$ cat config.mk
export PLATFORM = sky130hd
export DESIGN_NAME = multi_clock_divider
export DESIGN_NICKNAME = d
export VERILOG_FILES = /design/src/rtl/multi_clock_divider.sv
export SDC_FILE = /design/constraint.sdc
export NUM_CORES = 1
export LEC_CHECK = 0
export BUFFER_PORTS_ARGS = -buffer_cell sky130_fd_sc_hd__buf_2
export CORE_MARGIN = 5
export CORE_UTILIZATION = 40
export CTS_BUF_LIST = sky130_fd_sc_hd__clkbuf_8
export CTS_CLUSTER_DIAMETER = 40
export DETAILED_ROUTE_END_ITERATION = 12
export PLACE_DENSITY = 0.61
export SLEW_MARGIN = 15
export SYNTH_ARGS = -nofsm -noshare
export SYNTH_HDL_FRONTEND = slang
export SYNTH_SLANG_ARGS = --single-unit
export TNS_END_PERCENT = 5
$ cat constraint.sdc
create_clock -name clk -period 16.9 [get_ports clk]
set_input_delay 1.69 -clock clk [delete_from_list [all_inputs] [get_ports clk]]
set_output_delay 1.69 -clock clk [all_outputs]
set_load 0.05 [all_outputs]
$ cat src/rtl/multi_clock_divider.sv
// NUM_CH programmable clock dividers sharing one system clock. Each channel
// produces a one-cycle tick at terminal count and a 50%-duty toggled clock.
module multi_clock_divider #(
  parameter int NUM_CH     = 4,
  parameter int CNT_W      = 26,
  parameter int DEFAULT_TC = 50_000_000,
  parameter int RESET_EN   = 1,
  parameter int CH_W       = 2
) (
  input  logic              clk,
  input  logic              reset,
  input  logic              cfg_we,
  input  logic [CH_W-1:0]   cfg_ch,
  input  logic [CNT_W-1:0]  cfg_tc,
  input  logic              cfg_en,
  input  logic              cfg_now,
  input  logic              sync,
  output logic [NUM_CH-1:0] tick,
  output logic [NUM_CH-1:0] div_clk,
  output logic              cfg_err
);

  localparam logic [CNT_W-1:0]  TC_RST = CNT_W'(DEFAULT_TC);
  localparam logic [NUM_CH-1:0] EN_RST = (RESET_EN != 0) ? {NUM_CH{1'b1}} : '0;

  logic [CNT_W-1:0]  cnt       [NUM_CH];
  logic [CNT_W-1:0]  active_tc [NUM_CH];
  logic [CNT_W-1:0]  pend_tc   [NUM_CH];
  logic [NUM_CH-1:0] en;
  logic [NUM_CH-1:0] hit;
  logic [NUM_CH-1:0] reload;
  logic [NUM_CH-1:0] wrap;
  logic              cfg_ok;

  assign cfg_ok = cfg_we && (32'(cfg_ch) < NUM_CH);

  // A write forces an immediate reload when it cannot be deferred to a wrap:
  // explicit cfg_now, a disabled or disabling channel, or a coincident sync.
  always_comb begin
    hit    = '0;
    reload = '0;
    wrap   = '0;
    for (int i = 0; i < NUM_CH; i++) begin
      hit[i]    = cfg_ok && (cfg_ch == CH_W'(i));
      reload[i] = hit[i] && (sync || cfg_now || !en[i] || !cfg_en);
      wrap[i]   = (cnt[i] == active_tc[i]);
    end
  end

  always_ff @(posedge clk or posedge reset) begin
    if (reset) begin
      for (int i = 0; i < NUM_CH; i++) begin
        cnt[i]       <= '0;
        active_tc[i] <= TC_RST;
        pend_tc[i]   <= TC_RST;
      end
      en      <= EN_RST;
      tick    <= '0;
      div_clk <= '0;
      cfg_err <= 1'b0;
    end else begin
      cfg_err <= cfg_we && !cfg_ok;
      for (int i = 0; i < NUM_CH; i++) begin
        if (hit[i]) en[i] <= cfg_en;
        if (reload[i]) begin
          cnt[i]       <= '0;
          active_tc[i] <= cfg_tc;
          pend_tc[i]   <= cfg_tc;
          tick[i]      <= 1'b0;
          if (sync && en[i]) div_clk[i] <= 1'b0;
        end else if (!en[i]) begin
          cnt[i]  <= '0;
          tick[i] <= 1'b0;
        end else if (sync) begin
          cnt[i]       <= '0;
          div_clk[i]   <= 1'b0;
          tick[i]      <= 1'b0;
          active_tc[i] <= pend_tc[i];
        end else begin
          if (hit[i]) pend_tc[i] <= cfg_tc;
          if (wrap[i]) begin
            // Deferred TC takes effect exactly on the wrap edge so the
            // period in flight finishes with its old length.
            cnt[i]       <= '0;
            tick[i]      <= 1'b1;
            div_clk[i]   <= ~div_clk[i];
            active_tc[i] <= hit[i] ? cfg_tc : pend_tc[i];
          end else begin
            cnt[i]  <= cnt[i] + CNT_W'(1);
            tick[i] <= 1'b0;
          end
        end
      end
    end
  end

endmodule

# Word level (Yosys, flattened, before mapping)
# Cells that the tools add are included.
[word_totals]
regBits = 324
out_inout_bits = 9
input_bits = 34
[op_classes]
n_reduce_logical = 47
addsub = 4
muxes = 84
n_bitwise = 4
n_eq_ne = 15
[op_table]
columns = ["operator", "n"]
rows = [
  ["26-bit two-way mux", 48],
  ["26-bit by 1-bit adder with 26-bit output, second input constant", 4],
  ["26-bit == test", 4],
  ["1-bit two-way mux", 36],
  ["2-bit by 1-bit != test with 1-bit output, second input constant", 8],
  ["2-bit AND reduction", 8],
  ["1-bit logical AND", 12],
  ["3-bit AND reduction", 4],
  ["3-bit nonzero test", 4],
  ["1-bit logical OR", 9],
  ["2-bit nonzero test", 4],
  ["1-bit zero test", 5],
  ["2-bit == test, second input constant", 2],
  ["1-bit inverter", 4],
  ["2-bit by 1-bit == test with 1-bit output, second input constant", 1],
  ["2-bit zero test", 1],
]

# Depth between registers and ports, before layout
[depth]
ltp_word = 7
mapped_depth = 9
mapped_depth_nobuf = 6

# Worst setup path after synthesis
# Ideal clock, no wire load.
[synth_path]
path_kind = "input-to-reg"
startpoint = "input sync"
endpoint = "register active_tc[26] (netlist bit)"
setup_ns = 0.127
required_time_ns = 16.773
setup_slack_ns = 13.558
cell_stages = 9
n_path_buf = 4
arrival_ns = 3.215
path_cell_list = "buf_2 nor3b_2 buf_2 a21oi_1 o21ai_0 o21a_1 buf_2 buf_6 mux2_1"
[synth_between]
elab_chain_len = 6
word_cells_on_any_way = 10
[synth_lines]
columns = ["element", "line_no", "text"]
rows = [
  ["start, declared", "17", "input logic sync,"],
  ["1-bit logical OR (3 in a row)", "45", "reload[i] = hit[i] && (sync || cfg_now || !en[i] || !cfg_en);"],
  ["1-bit logical AND", "45", ""],
  ["3-bit nonzero test (no source line) or 2-bit nonzero test (tied branches)", "n/a", ""],
  ["2-bit AND reduction (no source line)", "n/a", ""],
  ["end signal, assigned by index", "67", "active_tc[i] <= cfg_tc;"],
  ["end signal, assigned by index", "78", "active_tc[i] <= pend_tc[i];"],
  ["end signal, assigned by index", "87", "active_tc[i] <= hit[i] ? cfg_tc : pend_tc[i];"],
  ["end, declared", "27", "logic [CNT_W-1:0] active_tc [NUM_CH];"],
]
# Parallel ways exist; a longest one is shown, timed or not. The select of a mux whose other input is x is not followed.
# A chain may end at the register's enable or synchronous reset.

# Worst setup path in the final report
[layout_path]
startpoint = "input cfg_ch[0]"
endpoint = "register active_tc[0] (netlist bit)"
[layout_between]
elab_chain_len = 7
word_cells_on_any_way = 11
[layout_lines]
columns = ["element", "line_no", "text"]
rows = [
  ["start, declared", "13", "input logic [CH_W-1:0] cfg_ch,"],
  ["2-bit == test (*)", "44", "hit[i] = cfg_ok && (cfg_ch == CH_W'(i));"],
  ["1-bit logical AND (*)", "44", ""],
  ["26-bit two-way mux", "n/a", ""],
  ["26-bit two-way mux", "81", "if (wrap[i]) begin"],
  ["26-bit two-way mux", "74", "end else if (sync) begin"],
  ["26-bit two-way mux", "71", "end else if (!en[i]) begin"],
  ["26-bit two-way mux", "65", "if (reload[i]) begin"],
]
# Mark *: on every way between the ends. The rest lies on a longest branch, timed or not. The select of a mux whose other input is x is not followed.

==> impl_results.md <==
* Endpoints failing setup at 0
* Number of antenna diodes at 0
* Fmax achieved at 294 MHz
* Slowest-stage cell, CP: a41oi_4
* Pwr Density at 132 mW/mm2
* Mapped Cells at 1,155
* Yosys top cell by area: dfrtp_1
* Syn_area_per_cell at 12.9 um2
* Starting Density at 40.6%
* Deepest clock path buffer count at 3
* H-tree depth at 2
* Initial DRC Count at 405
* Drt first pass iters at 4
* Sw frac at 27.5%
* Buffers & Inverters on Critical Path at 3
* Synth Flop Type: dfrtp_1
* Synth Area in Simple Gates at 11.9%
* Hold_ws at 491 ps
* Site row count at 70
* Initial antenna violation count at 2
* # Post-CTS Setup Buffers at 0
* Fin Clk Skew at 22.2 ps
* CP startpoint kind: primary input
* Remaining antenna violation count at 0
* Commonest cells post-synth: dfrtp_1, xor2_1, mux2_2
* Peak supply drop at 0.0603 mV
* Synth async-reset ratio at 100%
* Post-synthesis adder-cell area fraction at 0.337%
* Post-Syn Area at 0.0149 mm2
* Die height at 203 um
* Hold buffers post-CTS at 0
* Setup_tns at 0 ps
* Outcome: finished clean
* Grt ovf at 0
* Fill cell count at 3,326
* Share of cells above drive strength 1 at 33.4%
* Complex-gate fraction of the synthesized area at 1.65%
* Internal power at 0.00160 W
* Largest family of logic cells by synthesized area: multiplexers
* Min Tclk post-route at 3400 ps
* CTS Buf Count at 55
* Dpl hpwl at 22,000 um
* Slew headroom at 28.3%
* Final Hold Viols at 0
* Synth Area in XOR/XNOR at 11.7%
* Yosys warning total at 0
* RSZ-0062 raised after global routing: no
* P_sw at 0.000604 W
* GP Congestion at 0.794
* CP endpoint kind: register
* CTS tree: done
* First-pass GRT wire length at 52,600 um
* Via count at 8,732
* Min setup slack post-route at 13,500 ps
* Area grow syn2layout at 12.1%
* I/O pin count at 43
* Overall Global Routing Usage at 16.1%
* #FFs+latches synth at 324
* Die X-Extent at 203 um
* Via-to-Cell Ratio at 5.03
* Worst slack at placement at 12,900 ps
* CTS Root Cell: clkbuf_8
* Share of power burned in registers at 49.5%
* Combinational power share at 17.7%
* Seq/Total Area, Yosys at 55.4%
* Area share of the largest cell type after synthesis at 37.7%
* Vias in the first global route at 9,119
* Post-CTS Resized at 0
* Number of synthesized flops with an enable pin at 0
* Routed WL at 32,700 um
* Final net count at 1,260
* Clock share of power at 32.8%
* Clock latency at the later pin of the worst-skew pair at 590 ps
* Post-synth net total at 1,193
* Distinct cells, synth at 45
* Final worst-path cycle share at 20.1%
* MaxCap Viol Count at 0
* Reg clk slew, reported paths at 60 ps
* Setup CP Type: in -> reg
* CP Max Fanout at 31
* Worst-path cell chain: buf_2 > nand3_1 > buf_4 > nand2b_1 > o21a_1 > a41oi_4 > buf_4 > mux2_4
* Worst hold path type: reg -> reg
* Slew Limit Fails at 0
* Data arrival, critical path at 3860 ps
* Delay-heaviest family, CP: buffers and inverters
* Drc violations at 0
* # clock sinks at 324
* WL/cell at 18.8 um
* Most common cell in the netlist: dfrtp_1
* Worst path most repeated cell: buf_4
* Worst-Margin Slew at 1080 ps
* Worst EP required at 17,360 ps
* Port Buf Inserts at 41
* Largest net degree at the start of global routing at 194
* Leak pwr at 7.33 nW
* Largest cells by area after synthesis: dfrtp_1, dfstp_2, xor2_1
* Core Box Area at 0.0366 mm2
* DIE AREA at 0.0411 mm2
* CP max stage delay at 490 ps
* Multiplexer share of the synthesized area at 17.1%
per-layer routing:
layer / up-vias / GRT usage [%] / part of all wire (%)
met1: 4371 / 22.4 / 47
li1: 4174 / - / -
met4: 2 / 4.85 / 2.5
met2: 122 / 26.0 / 47
met3: 63 / 2.80 / 3.3
met5: - / 0 / 0.037
registers in the layout, indices dropped and copies added (netlist names):
register / count
active_tc: 104
cnt: 104
pend_tc: 104
div_clk: 4
en: 4
tick: 4
power by group through the flow:
stage / Combinational, W / Sequential (W) / Clock (W)
2_1_floorplan: 0.000304 / 0.00108 / 0
3_3_place_gp: 0.000385 / 0.00110 / 0
3_5_place_dp: 0.000393 / 0.00110 / 0
4_1_cts: 0.000396 / 0.00109 / 0.000743
5_1_grt: 0.000426 / 0.00111 / 0.000781
6_report: 0.000388 / 0.00109 / 0.000721
worst paths after layout:
| path | slack [ps] | end | cells after the start | from |
|---|---|---|---|---|
| setup / recovery | 13500 | active_tc[0] | 8 | cfg_ch[0] |
| hold / removal | 490 | pend_tc[34] | 1 | pend_tc[34] |
| setup reg to reg | 14430 | active_tc[0] | 6 | cnt[18] |
| hold reg to reg | 490 | pend_tc[34] | 1 | pend_tc[34] |
| max in group asynchronous | 14050 | pend_tc[4] | 3 | reset |
| min in group asynchronous | 1300 | tick[2] | 2 | reset |
logic make-up (layout without fill, tap and decap cells):
family,after synthesis,after routing
other cells,1,1
buf+inv,50,163
compound gates,33,33
simple gates,333,333
fa+ha+maj,4,4
xor+xnor,198,198
flops,324,324
mux,212,212
placed cells by master, fill, tap and decap left out, types with 2 or more instances in the layout:
cell         n
a21oi_1      6
and2_1       9
and3_1      17
and4_1      12
buf_2       41
buf_4       12
bufinv_16    2
clkbuf_8    71
clkinv_2     5
dfrtp_1    224
dfstp_2    100
ha_1         4
inv_1       29
mux2_1      40
mux2_2     132
mux2_4      40
nand2_1     27
nand2b_1     7
nand3_1     37
nand3_2      2
nand3b_1     2
nand4_1     43
nor2_1     124
nor3_1      10
nor3_2       2
nor4_1      22
nor4_2       7
o211ai_1     4
o21a_1       4
o21ai_0      7
o21ai_1      4
o311ai_0     4
or2_2        2
or3_1        5
xnor2_1     28
xor2_1     170
worst reg2reg max path, delay by kind of cell (launching register included):
kind / cells / cell delay (ps)
AO/OA/AOI/OAI: 1 / 300
XOR/XNOR: 1 / 180
buffers and inverters: 1 / 340
flip-flops: 1 / 470
multiplexers: 1 / 320
AND/OR/NAND/NOR: 2 / 740
final cells by class:
| type | instances | area, um2 | area share (%) |
|---|---|---|---|
| clock buffer | 71 | 977 | 5.86 |
| timing repair buffer | 54 | 315 | 1.89 |
| multi-input combinational | 781 | 6350 | 38.1 |
| inverter | 6 | 30.0 | 0.180 |
| tap | 468 | 586 | 3.51 |
| sequential | 324 | 8230 | 49.4 |
| clock inverter | 32 | 183 | 1.10 |
through the flow:
| step | power [W] | utilization, % | cell area [um2] | std cells |
|---|---|---|---|---|
| global placement | 0.00148 | 42.4 | 15500 | 1633 |
| detailed placement | 0.00150 | 42.4 | 15500 | 1633 |
| global route | 0.00232 | 45.5 | 16700 | 1736 |
| CTS | 0.00223 | 45.5 | 16700 | 1736 |
| floorplan | 0.00138 | - | 14900 | 1155 |
| finish | 0.00220 | 45.5 | 16700 | 1736 |
(Power assumes the default switching activity.)
